### src/rtl/bias_fetch_ctrl_pkg.sv
// Shared encodings for the bias fetch controller: layer selectors, FSM states
// and the default bias word width used by b_mem.
package bias_fetch_ctrl_pkg;

    localparam int WIDTH_DEF = 32;

    typedef enum logic [1:0] {
        LYR_G2 = 2'd0,
        LYR_G3 = 2'd1,
        LYR_D2 = 2'd2,
        LYR_D3 = 2'd3
    } layer_e;

    typedef enum logic [1:0] {
        ST_IDLE   = 2'd0,
        ST_SETTLE = 2'd1,
        ST_STREAM = 2'd2,
        ST_DONE   = 2'd3
    } state_e;

endpackage

### src/rtl/bias_fetch_ctrl.sv
// Drives b_mem's dataset choice bits, then streams the selected layer's bias
// words one per accepted valid/ready beat and pulses done after the last one.
module bias_fetch_ctrl
    import bias_fetch_ctrl_pkg::*;
#(
    parameter int WIDTH  = WIDTH_DEF,
    parameter int N_G_L2 = 3,
    parameter int N_G_L3 = 9,
    parameter int N_D_L2 = 3,
    parameter int N_D_L3 = 1,
    parameter int IDX_W  = 4
) (
    input  logic                     clk,
    input  logic                     rst_n,
    input  logic                     start,
    input  logic [1:0]               layer_sel,
    input  logic                     set_sel,
    output logic [3:0]               choice,
    input  logic [N_G_L2*WIDTH-1:0]  bg2,
    input  logic [N_G_L3*WIDTH-1:0]  bg3,
    input  logic [N_D_L2*WIDTH-1:0]  bd2,
    input  logic [N_D_L3*WIDTH-1:0]  bd3,
    output logic [WIDTH-1:0]         bias_data,
    output logic [IDX_W-1:0]         bias_idx,
    output logic                     bias_valid,
    output logic                     bias_last,
    input  logic                     bias_ready,
    output logic                     busy,
    output logic                     done
);

    state_e             state_q, state_d;
    layer_e             layer_q, layer_d;
    logic [IDX_W-1:0]   cnt_q, cnt_d;
    logic [IDX_W-1:0]   idx_q, idx_d;
    logic [3:0]         choice_q, choice_d;
    logic [WIDTH-1:0]   data_q, data_d;
    logic               valid_q, valid_d;
    logic               last_q, last_d;

    logic               accept;
    logic               load_first;
    logic               load_next;
    logic               finish;
    logic [IDX_W-1:0]   load_idx;
    logic [WIDTH-1:0]   sel_word;

    function automatic logic [IDX_W-1:0] layer_count(input layer_e l);
        case (l)
            LYR_G2:  return IDX_W'(N_G_L2);
            LYR_G3:  return IDX_W'(N_G_L3);
            LYR_D2:  return IDX_W'(N_D_L2);
            default: return IDX_W'(N_D_L3);
        endcase
    endfunction

    assign accept     = valid_q && bias_ready;
    assign load_first = (state_q == ST_SETTLE);
    assign load_next  = (state_q == ST_STREAM) && accept && !last_q;
    assign finish     = (state_q == ST_STREAM) && accept && last_q;
    assign load_idx   = load_next ? idx_q + 1'b1 : '0;

    // Word mux indexes the bus of the latched layer; b_mem already reflects choice.
    always_comb begin
        sel_word = '0;
        case (layer_q)
            LYR_G2: for (int k = 0; k < N_G_L2; k++)
                        if (load_idx == IDX_W'(k)) sel_word = bg2[k*WIDTH +: WIDTH];
            LYR_G3: for (int k = 0; k < N_G_L3; k++)
                        if (load_idx == IDX_W'(k)) sel_word = bg3[k*WIDTH +: WIDTH];
            LYR_D2: for (int k = 0; k < N_D_L2; k++)
                        if (load_idx == IDX_W'(k)) sel_word = bd2[k*WIDTH +: WIDTH];
            default: for (int k = 0; k < N_D_L3; k++)
                        if (load_idx == IDX_W'(k)) sel_word = bd3[k*WIDTH +: WIDTH];
        endcase
    end

    always_ff @(posedge clk or negedge rst_n) begin
        if (!rst_n) state_q <= ST_IDLE;
        else        state_q <= state_d;
    end

    always_comb begin
        state_d = state_q;
        case (state_q)
            ST_IDLE:   if (start) state_d = ST_SETTLE;
            ST_SETTLE: state_d = ST_STREAM;
            ST_STREAM: if (finish) state_d = ST_DONE;
            default:   state_d = ST_IDLE;
        endcase
    end

    // NOTE: every _d gets its hold value first so no path leaves it unassigned (no latch).
    always_comb begin
        layer_d  = layer_q;
        cnt_d    = cnt_q;
        choice_d = choice_q;
        idx_d    = idx_q;
        data_d   = data_q;
        valid_d  = valid_q;
        last_d   = last_q;
        if (state_q == ST_IDLE && start) begin
            layer_d             = layer_e'(layer_sel);
            cnt_d               = layer_count(layer_e'(layer_sel));
            choice_d[layer_sel] = set_sel;
        end
        if (load_first || load_next) begin
            idx_d   = load_idx;
            data_d  = sel_word;
            valid_d = 1'b1;
            last_d  = (load_idx == cnt_q - IDX_W'(1));
        end else if (finish) begin
            valid_d = 1'b0;
            last_d  = 1'b0;
        end
    end

    // NOTE: sequential state uses non-blocking assignments only; reset clears every register.
    always_ff @(posedge clk or negedge rst_n) begin
        if (!rst_n) begin
            layer_q  <= LYR_G2;
            cnt_q    <= '0;
            idx_q    <= '0;
            choice_q <= '0;
            data_q   <= '0;
            valid_q  <= 1'b0;
            last_q   <= 1'b0;
        end else begin
            layer_q  <= layer_d;
            cnt_q    <= cnt_d;
            idx_q    <= idx_d;
            choice_q <= choice_d;
            data_q   <= data_d;
            valid_q  <= valid_d;
            last_q   <= last_d;
        end
    end

    always_comb begin
        busy       = (state_q != ST_IDLE);
        done       = (state_q == ST_DONE);
        choice     = choice_q;
        bias_data  = data_q;
        bias_idx   = idx_q;
        bias_valid = valid_q;
        bias_last  = last_q;
    end

endmodule

### config.mk
export PLATFORM = sky130hd
export DESIGN_NAME = bias_fetch_ctrl
export DESIGN_NICKNAME = d
export VERILOG_FILES = /design/src/rtl/bias_fetch_ctrl_pkg.sv /design/src/rtl/bias_fetch_ctrl.sv
export SDC_FILE = /design/constraint.sdc
export NUM_CORES = 1
export LEC_CHECK = 0
export ABC_AREA = 1
export BUFFER_PORTS_ARGS = -buffer_cell sky130_fd_sc_hd__buf_4
export CORE_AREA = 2 2 220 222
export DETAILED_ROUTE_END_ITERATION = 12
export DIE_AREA = 0 0 222 224
export GPL_TIMING_DRIVEN = 0
export PLACE_DENSITY = 0.5
export REMOVE_ABC_BUFFERS = 1
export SLEW_MARGIN = 20
export SYNTH_ARGS = -nofsm -noshare
export SYNTH_HDL_FRONTEND = slang
export SYNTH_SLANG_ARGS = --single-unit
export TNS_END_PERCENT = 30
### constraint.sdc
create_clock -name clk -period 2.8 [get_ports clk]
set_input_delay 0.56 -clock clk [delete_from_list [all_inputs] [get_ports clk]]
set_output_delay 0.56 -clock clk [all_outputs]
set_load 0.05 [all_outputs]
==> impl_results.md <==
- Status: complete, no violations
- Port-buffer cells: approximately 560
- Most common cell after layout, fill and taps aside: buf_4
- Via count: around 11000
- Row count: 80
- H-tree levels: 2
- Slowest library cell on the worst path: dfrtp_1
- Area of the multi-input gates: between 0.005 and 0.006 sq mm
- Warnings from Yosys: 0
- Leading area contributor after synthesis: nand2_1
- Leakage: 6.94 nW
- Via density: about 4.5
- Net count, final: 2373
- Global route overflow: 0
- Pwr Density: around 740 mW/mm^2
- Largest stage delay on the critical path: a little over 400 ps
- Die H: 224 um
- Share of cells above drive strength 1: 0.379
- Drt initial violations: 748
- CTS Buf Count: 5
- Total GRT Usage: 0.182
- Pre-Repair DR Iteration Count: 5
- Final period util: 0.981
- Commonest non-fill, non-tap cells in the layout: buf_4, nand2_1, a21oi_1, inv_1, nand3_1
- Crit path kind: flop to flop
- R2R setup slack: 50 ps
- Largest net degree at the start of global routing: 50
- WL/cell: 19.7 um
- Root Driver: clkbuf_16
- Startpoint Class: flop
- Synth Cell Area: approximately 0.0070 sq mm
- Drt total wl: approximately 50000 um
- Cts hold-fix bufs: 0
- Register area: between 0.001 and 0.0015 sq mm
- Setup-failing EPs final: 0
- Cells along the critical path: inv_2 > ha_4 > nand3_4 > nor2_4 > nand3_4 > nand2_8 > nor2_4 > buf_16 > buf_12 > nand2_1 > nand2_1 > inv_1 > nand3_1 > nand2_1 > nand4_1 > nand2_1 > nand2_1 > nand2_1 > nand2_1
- # fillers: around 5300
- Reg-to-Reg End: bias_data[18]
- Die area: between 0.04 and 0.05 sq mm
- Reg clk slew, reported paths: approximately 80 ps
- Final Slew Violations: 0
- Antenna viol nets, final: 0
- Later-pin clock latency in the skew report: approximately 330 ps
- Worst setup margin: 53.8 ps
- Max Cap Viol: 0
- Synth Register Bits: slightly below 50
- Fin. Hold Viols: 0
- Top-area cell type share of the netlist area: 0.292
- Gpl congestion: ~0.88
- Detailed-route DRC error count: 0
- I/O pin total: around 560
- CP bufs+invs: 4
- Sequential fraction of the synthesis area: 0.175
- RR Startpoint: state_q[0]
- CP max FO: 32
- Worst EP required: ~3000 ps
- Syn avg cell area: approximately 5.5 sq um
- Design Area, Final: approximately 0.013 sq mm
- Peak supply drop: between 0.0003 and 0.0004 V
- First-pass GRT wire length: around 67000 um
- Initial Utilization: 0.148
- Reg2Reg Depth: 19
- Cell count after synthesis: roughly 1300
- Total power: around 9.6 mW
- Hold Crit Class: primary input to asynchronous set/reset pin
- Vias in the first global route: between 10000 and 15000
- Post-placement setup slack: -1500 ps
- Worst EP arrival: 2960 ps
- CTS max path bufs: 2
- Core area: about 0.047 sq mm
- Cell variety after synth: 40
- Die Width: 222 um
- Setup crit end kind: flop
- Placed cell area: 0.0122 sq mm
- Area grow syn2layout: 86.5%
- Main area contributors after synthesis: nand2_1, dfrtp_1, a22o_1, a21oi_1, nand3_1
- Initial antenna violation count: 4
- Slew headroom: 0.470
- Post-DP HPWL: approximately 37000 um
- CTS tree: built
- Fmax achieved: 364 MHz
- Slew @ Worst Pin: 795 ps
- Most used cell, CP: nand2_1
- ANT cells: 0
- Crit-path leading delay family: simple AND/OR/NAND/NOR gates
- Clock Skews: just under 8 ps
- Clk sinks: 49
- Period minus WS final: around 2700 ps
## kinds of logic (layout without fill, tap and decap cells)
group | Yosys count | after routing | share of synthesized area
AO/OA/AOI/OAI | 270 | 270 | 0.244
XOR/XNOR | 2 | 2 | 0.00250
adder cells (fa/ha/maj) | 6 | 6 | 0.0107
buffers and inverters | 192 | 753 | 0.116
flip-flops | 49 | 49 | 0.175
AND/OR/NAND/NOR | 767 | 769 | 0.452
## cell usage after synthesis (all sizes together)
library cell  instances
ha                    6
xnor2                 1
nor3                  2
o211ai               22
inv                 101
nand2               549
o21bai                1
nor2                 91
a211oi                1
dfrtp                49
a21oi                97
clkbuf               50
nand3                84
nand4                15
o21ai                62
buf                  39
a22oi                18
or2                  26
o41ai                 1
clkinv                2
a31oi                 2
xor2                  1
o2111ai               2
a22o                 64
## metrics by stage
stage	hold WS, ps	util	TNS [ps]	cells
2_1_floorplan	264	-	-37720	1197
3_3_place_gp	466	0.244	-172940	2374
3_5_place_dp	466	0.257	-32730	2400
4_1_cts	321	0.270	0	2444
5_1_grt	353	0.276	-462	2464
6_report	312	0.276	0	2464
## timing repair
action | 4_1_cts | 5_1_grt
setup endpoints to repair | 32 | 29
setup buffers | 33 | 17
gates cloned | 3 | 4
gates resized for setup | 21 | 18
hold endpoints to repair | 0 | 0
pin swaps | 12 | 11
## worst max path at each step
stage                 from             to  depth (start not counted)
2_1_floorplan  bias_idx[0]   bias_data[0]                         14
3_3_place_gp   bias_idx[0]  bias_data[31]                         13
3_5_place_dp    state_q[0]  bias_data[23]                         17
4_1_cts         state_q[0]  bias_data[23]                         20
5_1_grt         state_q[0]  bias_data[23]                         18
6_report        state_q[0]  bias_data[18]                         19
## layout make-up
class | count | share of cell area
Tap cell | 615 | 0.0589
Sequential cell | 49 | 0.0943
Multi-Input combinational cell | 1047 | 0.395
Clock inverter | 3 | 0.00201
Inverter | 103 | 0.0313
Timing Repair Buffer | 642 | 0.409
Clock buffer | 5 | 0.00957
## state kept, by name, summed over array words and instances, names as in the netlist
signal and count:
choice 4, bias_last 1, cnt_q 3, bias_data 32, bias_valid 1, layer_q 2
state_q 2, bias_idx 4
## layer usage
metal  track usage  wire [um]
met3        0.0283       3320
met2         0.317      23800
met1         0.230      20400
met5             0         30
met4        0.0586       1100
## where the power goes
part | internal (mW) | switching [mW] | total [mW] | leakage, nW
logic | 2.84 | 4.70 | 7.54 | 6.26
registers | 1.04 | 0.318 | 1.36 | 0.602
clock network | 0.344 | 0.371 | 0.716 | 0.0752
total | 4.22 | 5.39 | 9.61 | 6.94
Note: power is estimated with default switching activity, not from simulation.
